**src/rtl/mantissa_align_rshift.sv**
```systemverilog
// mantissa_align_rshift
// Multi-cycle right-shift aligner for the FP adder datapath. A 24-bit
// significand is shifted right by a clamped exponent difference through a
// five-stage binary tree (one stage per clock). Guard/round/sticky are kept
// for the rounding unit.
//
// Ports:
//   clock        rising-edge clock
//   reset        synchronous, active-high
//   start        request, sampled only while ready=1
//   dataA        significand to align (sampled with start)
//   shiftAmount  unsigned right-shift count (sampled with start)
//   ready        high when a new start will be accepted
//   done         one-cycle pulse, outputs valid from this cycle
//   result       aligned significand
//   guard        first bit below result LSB
//   round        second bit below result LSB
//   sticky       OR of all bits shifted out below round
module mantissa_align_rshift #(
    parameter int unsigned WIDTH = 24,
    parameter int unsigned SHW   = 8
) (
    input  logic             clock,
    input  logic             reset,
    input  logic             start,
    input  logic [WIDTH-1:0] dataA,
    input  logic [SHW-1:0]   shiftAmount,
    output logic             ready,
    output logic             done,
    output logic [WIDTH-1:0] result,
    output logic             guard,
    output logic             round,
    output logic             sticky
);

    localparam int unsigned WW = WIDTH + 3;

    localparam logic [1:0] IDLE  = 2'd0;
    localparam logic [1:0] SHIFT = 2'd1;
    localparam logic [1:0] DONE  = 2'd2;

    logic [1:0]    state;
    logic [1:0]    nextState;
    logic          accept;
    logic          lastStage;

    logic [2:0]    stage;
    logic [4:0]    amount;
    logic [4:0]    clampAmt;
    logic [WW-1:0] work;
    logic [WW-1:0] stageW;
    logic [4:0]    shiftN;
    logic [WW-1:0] lowMask;

    // Amounts of 27 or more push every bit into sticky, so 31 is an exact stand-in.
    assign clampAmt  = (shiftAmount > SHW'(31)) ? 5'd31 : shiftAmount[4:0];
    assign lastStage = (stage == 3'd4);

    // Next-state and accept decode.
    always_comb begin
        nextState = state;
        accept    = 1'b0;
        case (state)
            IDLE: begin
                if (start) begin
                    nextState = SHIFT;
                    accept    = 1'b1;
                end
            end
            SHIFT: begin
                if (lastStage) begin
                    nextState = DONE;
                end
            end
            DONE: begin
                if (start) begin
                    nextState = SHIFT;
                    accept    = 1'b1;
                end else begin
                    nextState = IDLE;
                end
            end
            default: nextState = IDLE;
        endcase
    end

    // One tree stage: shift by 2^stage; bit 0 collects everything at or below old bit n.
    always_comb begin
        shiftN  = 5'(1) << stage;
        lowMask = (WW'(1) << (shiftN + 5'd1)) - WW'(1);
        stageW  = work;
        if (amount[0]) begin
            stageW    = work >> shiftN;
            stageW[0] = |(work & lowMask);
        end
    end

    // State register with registered handshake outputs.
    always_ff @(posedge clock) begin
        if (reset) begin
            state <= IDLE;
            ready <= 1'b1;
            done  <= 1'b0;
        end else begin
            state <= nextState;
            ready <= (nextState != SHIFT);
            done  <= (nextState == DONE);
        end
    end

    // Datapath: load on accept, consume one amount bit per stage, publish on the last stage.
    always_ff @(posedge clock) begin
        if (reset) begin
            work   <= '0;
            amount <= '0;
            stage  <= '0;
            result <= '0;
            guard  <= 1'b0;
            round  <= 1'b0;
            sticky <= 1'b0;
        end else if (accept) begin
            work   <= {dataA, 3'b000};
            amount <= clampAmt;
            stage  <= '0;
        end else if (state == SHIFT) begin
            work   <= stageW;
            amount <= amount >> 1;
            stage  <= stage + 3'd1;
            if (lastStage) begin
                {result, guard, round, sticky} <= stageW;
            end
        end
    end

endmodule

```
**config.mk**
```make
export PLATFORM = sky130hd
export DESIGN_NAME = mantissa_align_rshift
export DESIGN_NICKNAME = d
export VERILOG_FILES = /design/src/rtl/mantissa_align_rshift.sv
export SDC_FILE = /design/constraint.sdc
export NUM_CORES = 1
export LEC_CHECK = 0
export ABC_AREA = 1
export BUFFER_PORTS_ARGS = -buffer_cell sky130_fd_sc_hd__buf_2
export CORE_MARGIN = 2
export CORE_UTILIZATION = 29
export CTS_CLUSTER_SIZE = 10
export DETAILED_ROUTE_END_ITERATION = 10
export GPL_TIMING_DRIVEN = 0
export PLACE_DENSITY_LB_ADDON = 0.05
export SYNTH_ARGS = -nofsm -noshare
export SYNTH_HDL_FRONTEND = slang
export SYNTH_SLANG_ARGS = --single-unit
```
**constraint.sdc**
```tcl
create_clock -name clock -period 3.65 [get_ports clock]
set_input_delay 0.365 -clock clock [delete_from_list [all_inputs] [get_ports clock]]
set_output_delay 0.365 -clock clock [all_outputs]
set_load 0.01 [all_outputs]
```
==> summary.md, run 1 <==
| Metric | Value |
|---|---|
| Largest net degree at the start of global routing | `18` |
| Number of nets still failing antenna checks after routing | `0` |
| Design area | `5540 sq um` |
| Area after DPL | `5270 sq um` |
| Die Wd | `131 um` |
| Outcome | `finished, final reports clean` |
| Max Freq | `309 MHz` |
| Asr flop ratio synth | `0%` |
| # IOs | `between 60 and 70` |
| Initial antenna violation count | `0` |
| TritonCTS clock tree | `yes` |
| DIE AREA | `17200 sq um` |
| Post-Synth XOR/XNOR Area | `0%` |
| # port buffers | `62` |
| Crit path DAT | `roughly 3500 ps` |
| Area growth syn-to-layout | `18.0%` |
| Layout Skew | `6.05 ps` |
| FILL cells | `roughly 1800` |
| Root buffer cell | `clkbuf_16` |
| Yosys Warn Count | `0` |
| Drt total wl | `between 20000 and 25000 um` |
| Final setup violation count | `0` |
| Max clock buf depth | `2` |
| Crit Path Max Fanout | `10` |
| Crit. End Element | `flop` |
| Final #Nets | `860` |
| Most frequent cells after synthesis | `206 x nand2_1, 70 x nor2_1, 66 x dfxtp_1` |
| CTS buffer count | `9` |
| Total number of vias | `between 5000 and 6000` |
| Synth cell types | `48` |
| Pins Over Slew Limit | `0` |
| Final Critical Period | `3240 ps` |
| Clock Latency Late Sink | `~340 ps` |
| # DRC | `0` |
| Clock sinks | `66` |
| Vias in the first global route | `around 5200` |
| Synthesized instance count | `748` |
| Slowest CP cell | `dfxtp_1` |
| RSZ-0062 raised after global routing | `false` |
| Non-filler cells, final | `roughly 1000` |
| Share of cells above drive strength 1 | `between 10% and 20%` |
| Num rows | `46` |
| Synth top area cells | `dfxtp_1 28%, nand2_1 16%, nor2_1 5.6%` |
| Wirelength per Cell | `19.3 um` |
| Tightest Pin Transition | `799 ps` |
| Path category of the worst min-delay check | `in -> reg` |
| Worst path depth | `20` |
| Most common cell in the netlist | `nand2_1` |
| Worst Reg-to-Reg Cells | `20` |
| Overflow after GRT | `0` |
| Post-synth top flop | `dfxtp_1` |
| Post-Synth Simple-Gate Area | `between 30 and 40%` |
| Synth Area in Compound Gates | `about a quarter` |
| Seq cells post-synth | `66` |
| Initial DRT Pass Iterations | `5` |
| First-pass GRT wire length | `30600 um` |
| Cell Chain, Critical Path | `inv_1, ha_1, nand2_2, buf_4, buf_4, o2111ai_1, ha_1, nand2_1, nor2_2, nand2_1, nand2_1, nor2_1, nor2_1, nand3_1, nor2_1, nand4_1, nand2_1, nand3_1, nand2_1, inv_1` |
| Worst Path Required | `roughly 3900 ps` |
| Vias per inst | `between 5 and 6` |
| Starting Density | `between 20 and 30%` |
| Critical Path Start Type | `flop` |
| Routability congestion estimate | `0.970` |
| Buf/Inv on CP | `4` |
| PD cells | `about 430 nW/um^2` |
| Drt initial violations | `361` |
| Max incr delay on CP | `320 ps` |
| Post-layout util | `a little over a third` |
| Crit Path Category | `reg -> reg` |
| Syn_nets | `789` |
| Post-synth EDFFs | `0` |
| Post-CTS setup buffers | `0` |
| Max_slew headroom | `46.5%` |
| DP Cell Count | `1026` |
| Worst hold stages | `3` |
| LEAKAGE | `about 2.5 nW` |
| Area leader, netlist | `dfxtp_1` |
| Final hold vios | `0` |
| Fin crit share | `88.8%` |
| H-tree depth | `3` |
| Netlist Area Pre-Place | `~4700 sq um` |
| Max-cap violations | `0` |
| GR Util All Layers | `23.2%` |
| Sequential share of the synthesized area | `28.2%` |
| Peak VDD IR | `roughly 0.17 mV` |
| Core area | `between 15000 and 20000 sq um` |
| CTS clock-pin slew for the worst setup and hold paths | `60 ps` |
| Top cell type's share of synthesized area | `28.2%` |
| HPWL Detailed | `16200 um` |
| Adder-Cell Fraction of Synth Area | `1.60%` |
| Mean Syn Cell Area | `between 6 and 7 sq um` |
| Main combinational cell family by area after synthesis | `simple AND/OR/NAND/NOR gates` |
| Mux cell area share after synthesis | `0.853%` |
| Antenna Cells | `0` |
| Crit path max-delay family | `simple AND/OR/NAND/NOR gates` |
| Most frequent CP cell | `nand2_1` |
| Die Ht | `131 um` |
tightest hold or removal path: stages:
cell and delay, ps:
buf_2 90, nand2_1 50, a31oi_1 70
metrics by stage:
stage / hold slack (ps) / total power [mW] / worst slack, ps / TNS, ps
after CTS: 295 / 2.37 / 306 / 0
after detailed placement: 457 / 1.57 / -272 / -533
final: 298 / 2.36 / 409 / 0
after floorplan: 445 / 1.31 / 917 / 0
after global placement: 453 / 1.58 / -243 / -468
after global routing: 306 / 2.49 / 74.5 / 0
cell usage in the layout (no fill, tap or decap), types with 3 or more instances in the layout:
cell / synthesis / layout
nor2_4: 4 / 4
o221ai_2: 3 / 3
o2111ai_1: 3 / 3
o21ai_1: 39 / 39
o22ai_1: 5 / 5
o21ai_0: 39 / 39
nand3_1: 43 / 43
a21oi_1: 37 / 37
buf_2: 6 / 68
dfxtp_1: 66 / 66
ha_1: 6 / 6
inv_2: 8 / 8
a211oi_2: 4 / 4
a22oi_1: 4 / 4
nor3_1: 9 / 9
clkbuf_1: 26 / 26
mux2i_1: 4 / 4
clkbuf_16: 0 / 9
buf_4: 5 / 5
nor2_1: 70 / 70
nor2_2: 6 / 6
nand4_1: 14 / 14
o21ai_2: 6 / 6
a31oi_1: 18 / 18
nand2_2: 4 / 4
or2_1: 3 / 3
o21a_1: 7 / 7
buf_6: 4 / 4
o211ai_1: 12 / 12
clkinv_2: 0 / 3
inv_1: 63 / 63
a2bb2oi_1: 3 / 3
nand2_1: 206 / 206
worst paths after layout:
path | from | to | slack (ps)
setup / recovery | stage[1]$_SDFFE_PP0P_ | work[0]$_SDFFE_PP0P_ | 410
setup reg to reg | stage[1]$_SDFFE_PP0P_ | work[0]$_SDFFE_PP0P_ | 410
hold reg to reg | result[13]$_SDFFE_PP0P_ | result[13]$_SDFFE_PP0P_ | 460
hold / removal | dataA[23] | work[26]$_SDFFE_PP0P_ | 300
layer usage:
metal / part of all wire [%] / GRT usage, %
met1: 48 / 31.8
met2: 45 / 37.8
met3: 4.5 / 3.01
met4: 2.1 / 7.43
met5: 0 / 0
report_power, final:
part           leakage (nW)  internal (mW)  total (mW)  switching [mW]
Sequential            0.538          0.763       0.815          0.0528
Combinational          1.78          0.232       0.750           0.518
Clock                 0.131          0.474       0.798           0.324
Total                  2.45           1.47        2.36           0.895
layout make-up:
type / instances / area, sq um / area share [%]
clock inverter: 5 / 30.0 / 0.542
buffer: 40 / 206 / 3.73
clock buffer: 11 / 243 / 4.38
multi-input combinational: 568 / 2890 / 52.1
tap: 216 / 270 / 4.88
timing repair buffer: 62 / 310 / 5.60
inverter: 72 / 273 / 4.92
sequential: 66 / 1320 / 23.9
cells by family (layout without fill, tap and decap cells):
kind of cell / count (synthesis) / after routing
buf+inv: 114 / 190
other cells: 1 / 1
mux: 4 / 4
flops: 66 / 66
fa+ha+maj: 6 / 6
simple gates: 367 / 367
compound gates: 190 / 190
registers in the layout, indices dropped and copies added, names as in the netlist:
name	count
work	27
result	24
amount	5
stage	3
state	2
done	1
guard	1
ready	1
round	1
sticky	1
what timing repair did:
action | CTS | global route
gates resized for setup | 1 | 0
gates cloned | 0 | 0
hold buffers | 0 | 0
setup endpoints to repair | 2 | 2
Note: power is estimated with default switching activity, not from simulation.
==> inputs of run 2 (changes only) <==
Settings changed: CORE_UTILIZATION 29 to 45.
==> run 2 against run 1 <==
  * Via count is 3.9% higher
  * Non-clock buffer count is 1 higher
  * Worst setup slack worse by 130 ps
  * Clock power is 11% lower
  * Maximum frequency is 3.7% lower
  * Global-route usage is 9.0 points higher
  * Critical endpoint unchanged
  * Largest cell class unchanged
  * Largest power group unchanged
==> summary.md, run 2 (same netlist as run 1, synthesis figures left out) <==
| Metric | Value |
|---|---|
| Max-cap violations | `0 (unchanged)` |
| Final Critical Period | `3370 ps (was 3240 ps)` |
| CTS buffer count | `9 (unchanged)` |
| Routability congestion estimate | `1.06 (was 0.970)` |
| Setup crit start | `stage[2]$_SDFFE_PP0P_ (was stage[1]$_SDFFE_PP0P_)` |
| Max FFs per register | `27 (unchanged)` |
| Most flop-heavy register | `work (unchanged)` |
| Final Worst Setup Slack | `283 ps (was 409 ps)` |
| Clock sinks | `66 (unchanged)` |
| Gr busiest metal | `met2 (unchanged)` |
| Commonest non-fill, non-tap cell in the layout | `nand2_1 (unchanged)` |
| Max Freq | `297 MHz (was 309 MHz)` |
| # IOs | `64 (unchanged)` |
| Dpl ws | `0.744 ps (was -272 ps)` |
| Worst r2r src | `stage[2]$_SDFFE_PP0P_ (was stage[1]$_SDFFE_PP0P_)` |
| Final hold vios | `0 (unchanged)` |
| Hold-fix buffers, CTS | `0 (unchanged)` |
| Initial antenna violation count | `0 (unchanged)` |
| HPWL Detailed | `14000 um (was 16200 um)` |
| Area growth syn-to-layout | `14.9% (was 18.0%)` |
| Antenna Cells | `0 (unchanged)` |
| First-pass GRT wire length | `27900 um (was 30600 um)` |
| Final Power | `2.26 mW (was 2.36 mW)` |
| Number of nets still failing antenna checks after routing | `0 (unchanged)` |
| Core area | `10200 sq um (was 15800 sq um)` |
| H-tree depth | `3 (unchanged)` |
| Crit Path Category | `reg -> reg (unchanged)` |
| Met1 Use GR | `44.0% (was 31.8%)` |
| Vias per inst | `5.76 (was 5.12)` |
| Final #Nets | `861 (was 860)` |
| Critical Path Start Type | `flop (unchanged)` |
| Post-CTS setup buffers | `0 (unchanged)` |
| # DRC | `0 (unchanged)` |
| Vias in the first global route | `5243 (was 5150)` |
| M3 GR Usage | `6.38% (was 3.01%)` |
| Cell Chain, Critical Path | `buf_6, inv_4, ha_1, inv_2, clkbuf_1, o2111ai_1, ha_1, nand2_1, nor2_2, nand2_2, nor2_4, nand2_1, o21ai_0, nor2_1, nand4_1, nand2_1, nand3_1, nand2_1, inv_1 (was inv_1, ha_1, nand2_2, buf_4, buf_4, o2111ai_1, ha_1, nand2_1, nor2_2, nand2_1, nand2_1, nor2_1, nor2_1, nand3_1, nor2_1, nand4_1, nand2_1, nand3_1, nand2_1, inv_1)` |
| Non-filler cells, final | `961 (was 1040)` |
| Max_slew headroom | `55.7% (was 46.5%)` |
| Outcome | `finished, final reports clean (unchanged)` |
| Root buffer cell | `clkbuf_8 (was clkbuf_16)` |
| Initial DRT Pass Iterations | `5 (unchanged)` |
| Slowest CP cell | `clkbuf_1 (was dfxtp_1)` |
| Wirelength per Cell | `18.3 um (was 19.3 um)` |
| LEAKAGE | `2.44 nW (was 2.45 nW)` |
| Die Ht | `106 um (was 131 um)` |
| TritonCTS clock tree | `yes (unchanged)` |
| Fin crit share | `92.2% (was 88.8%)` |
| Die Wd | `106 um (was 131 um)` |
| DP Cell Count | `946 (was 1026)` |
| GR met2 Demand/Resource | `49.7% (was 37.8%)` |
| Largest regs | `work x27, result x24, amount x5 (unchanged)` |
| Worst Path Required | `3900 ps (was 3890 ps)` |
| Crit path DAT | `3620 ps (was 3480 ps)` |
| Crit. End Element | `flop (unchanged)` |
| Path category of the worst min-delay check | `in -> reg (unchanged)` |
| Tightest Pin Transition | `665 ps (was 799 ps)` |
| Drt initial violations | `590 (was 361)` |
| Final setup violation count | `0 (unchanged)` |
| Total number of vias | `5533 (was 5325)` |
| Largest net degree at the start of global routing | `18 (unchanged)` |
| RSZ-0062 raised after global routing | `false (unchanged)` |
| Crit path max-delay family | `simple AND/OR/NAND/NOR gates (unchanged)` |
| Pins Over Slew Limit | `0 (unchanged)` |
| Max incr delay on CP | `440 ps (was 320 ps)` |
| Post-layout util | `52.7% (was 35.0%)` |
| Peak VDD IR | `0.239 mV (was 0.169 mV)` |
| Commonest non-fill, non-tap cells in the layout | `206 x nand2_1, 70 x nor2_1, 68 x buf_2 (unchanged)` |
| Max clock buf depth | `2 (unchanged)` |
| Share of cells above drive strength 1 | `16.5% (was 16.4%)` |
| PD cells | `419 nW/um^2 (was 427 nW/um^2)` |
| Num rows | `37 (was 46)` |
| # port buffers | `62 (unchanged)` |
| Starting Density | `45.9% (was 29.7%)` |
| Drt total wl | `17600 um (was 20000 um)` |
| Post-CTS sizing | `0 (was 1)` |
| Design area | `5390 sq um (was 5540 sq um)` |
| HP Start | `dataA[18] (was dataA[23])` |
| Crit Path Max Fanout | `17 (was 10)` |
| Setup tns final | `0 ps (unchanged)` |
| Hold slack | `272 ps (was 298 ps)` |
| Clock Latency Late Sink | `360 ps (was 340 ps)` |
| DIE AREA | `11300 sq um (was 17200 sq um)` |
| Layout Skew | `16.1 ps (was 6.05 ps)` |
| GR Util All Layers | `32.2% (was 23.2%)` |
| Most frequent CP cell | `nand2_1 (unchanged)` |
| CTS clock-pin slew for the worst setup and hold paths | `80 ps (was 60 ps)` |
| Area after DPL | `5170 sq um (was 5270 sq um)` |
| Buf/Inv on CP | `5 (was 4)` |
| Overflow after GRT | `0 (unchanged)` |
==> run 2: power breakdown <==
group	total (mW)	switching (mW)	internal [mW]
clock	0.713	0.322	0.390
combinational	0.741	0.509	0.232
sequential	0.809	0.0473	0.761
total	2.26	0.878	1.38
==> run 2: layer usage <==
layer | wire length, um | part of all wire [%]
met1 | 7500 | 43
met2 | 7820 | 44
met3 | 1760 | 10
met4 | 542 | 3.1
met5 | 0 | 0
==> run 2: worst min-delay path, delay by kind of cell <==
kind | cells | cell delay (ps)
buf+inv | 1 | 90
simple gates | 1 | 50
compound gates | 1 | 70
==> run 2: worst paths after layout <==
path	to	slack, ps	cells past startpoint
setup / recovery	work[0]$_SDFFE_PP0P_	280	19
hold reg to reg	result[13]$_SDFFE_PP0P_	470	2
hold / removal	work[21]$_SDFFE_PP0P_	270	3
setup reg to reg	work[0]$_SDFFE_PP0P_	280	19
==> run 2: layout make-up <==
class	count	area [sq um]
Timing Repair Buffer	62	310
Clock buffer	9	124
Inverter	72	273
Buffer	41	210
Fill cell	1106	4840
Tap cell	136	170
Sequential cell	66	1320
Clock inverter	7	100
Multi-Input combinational cell	568	2890
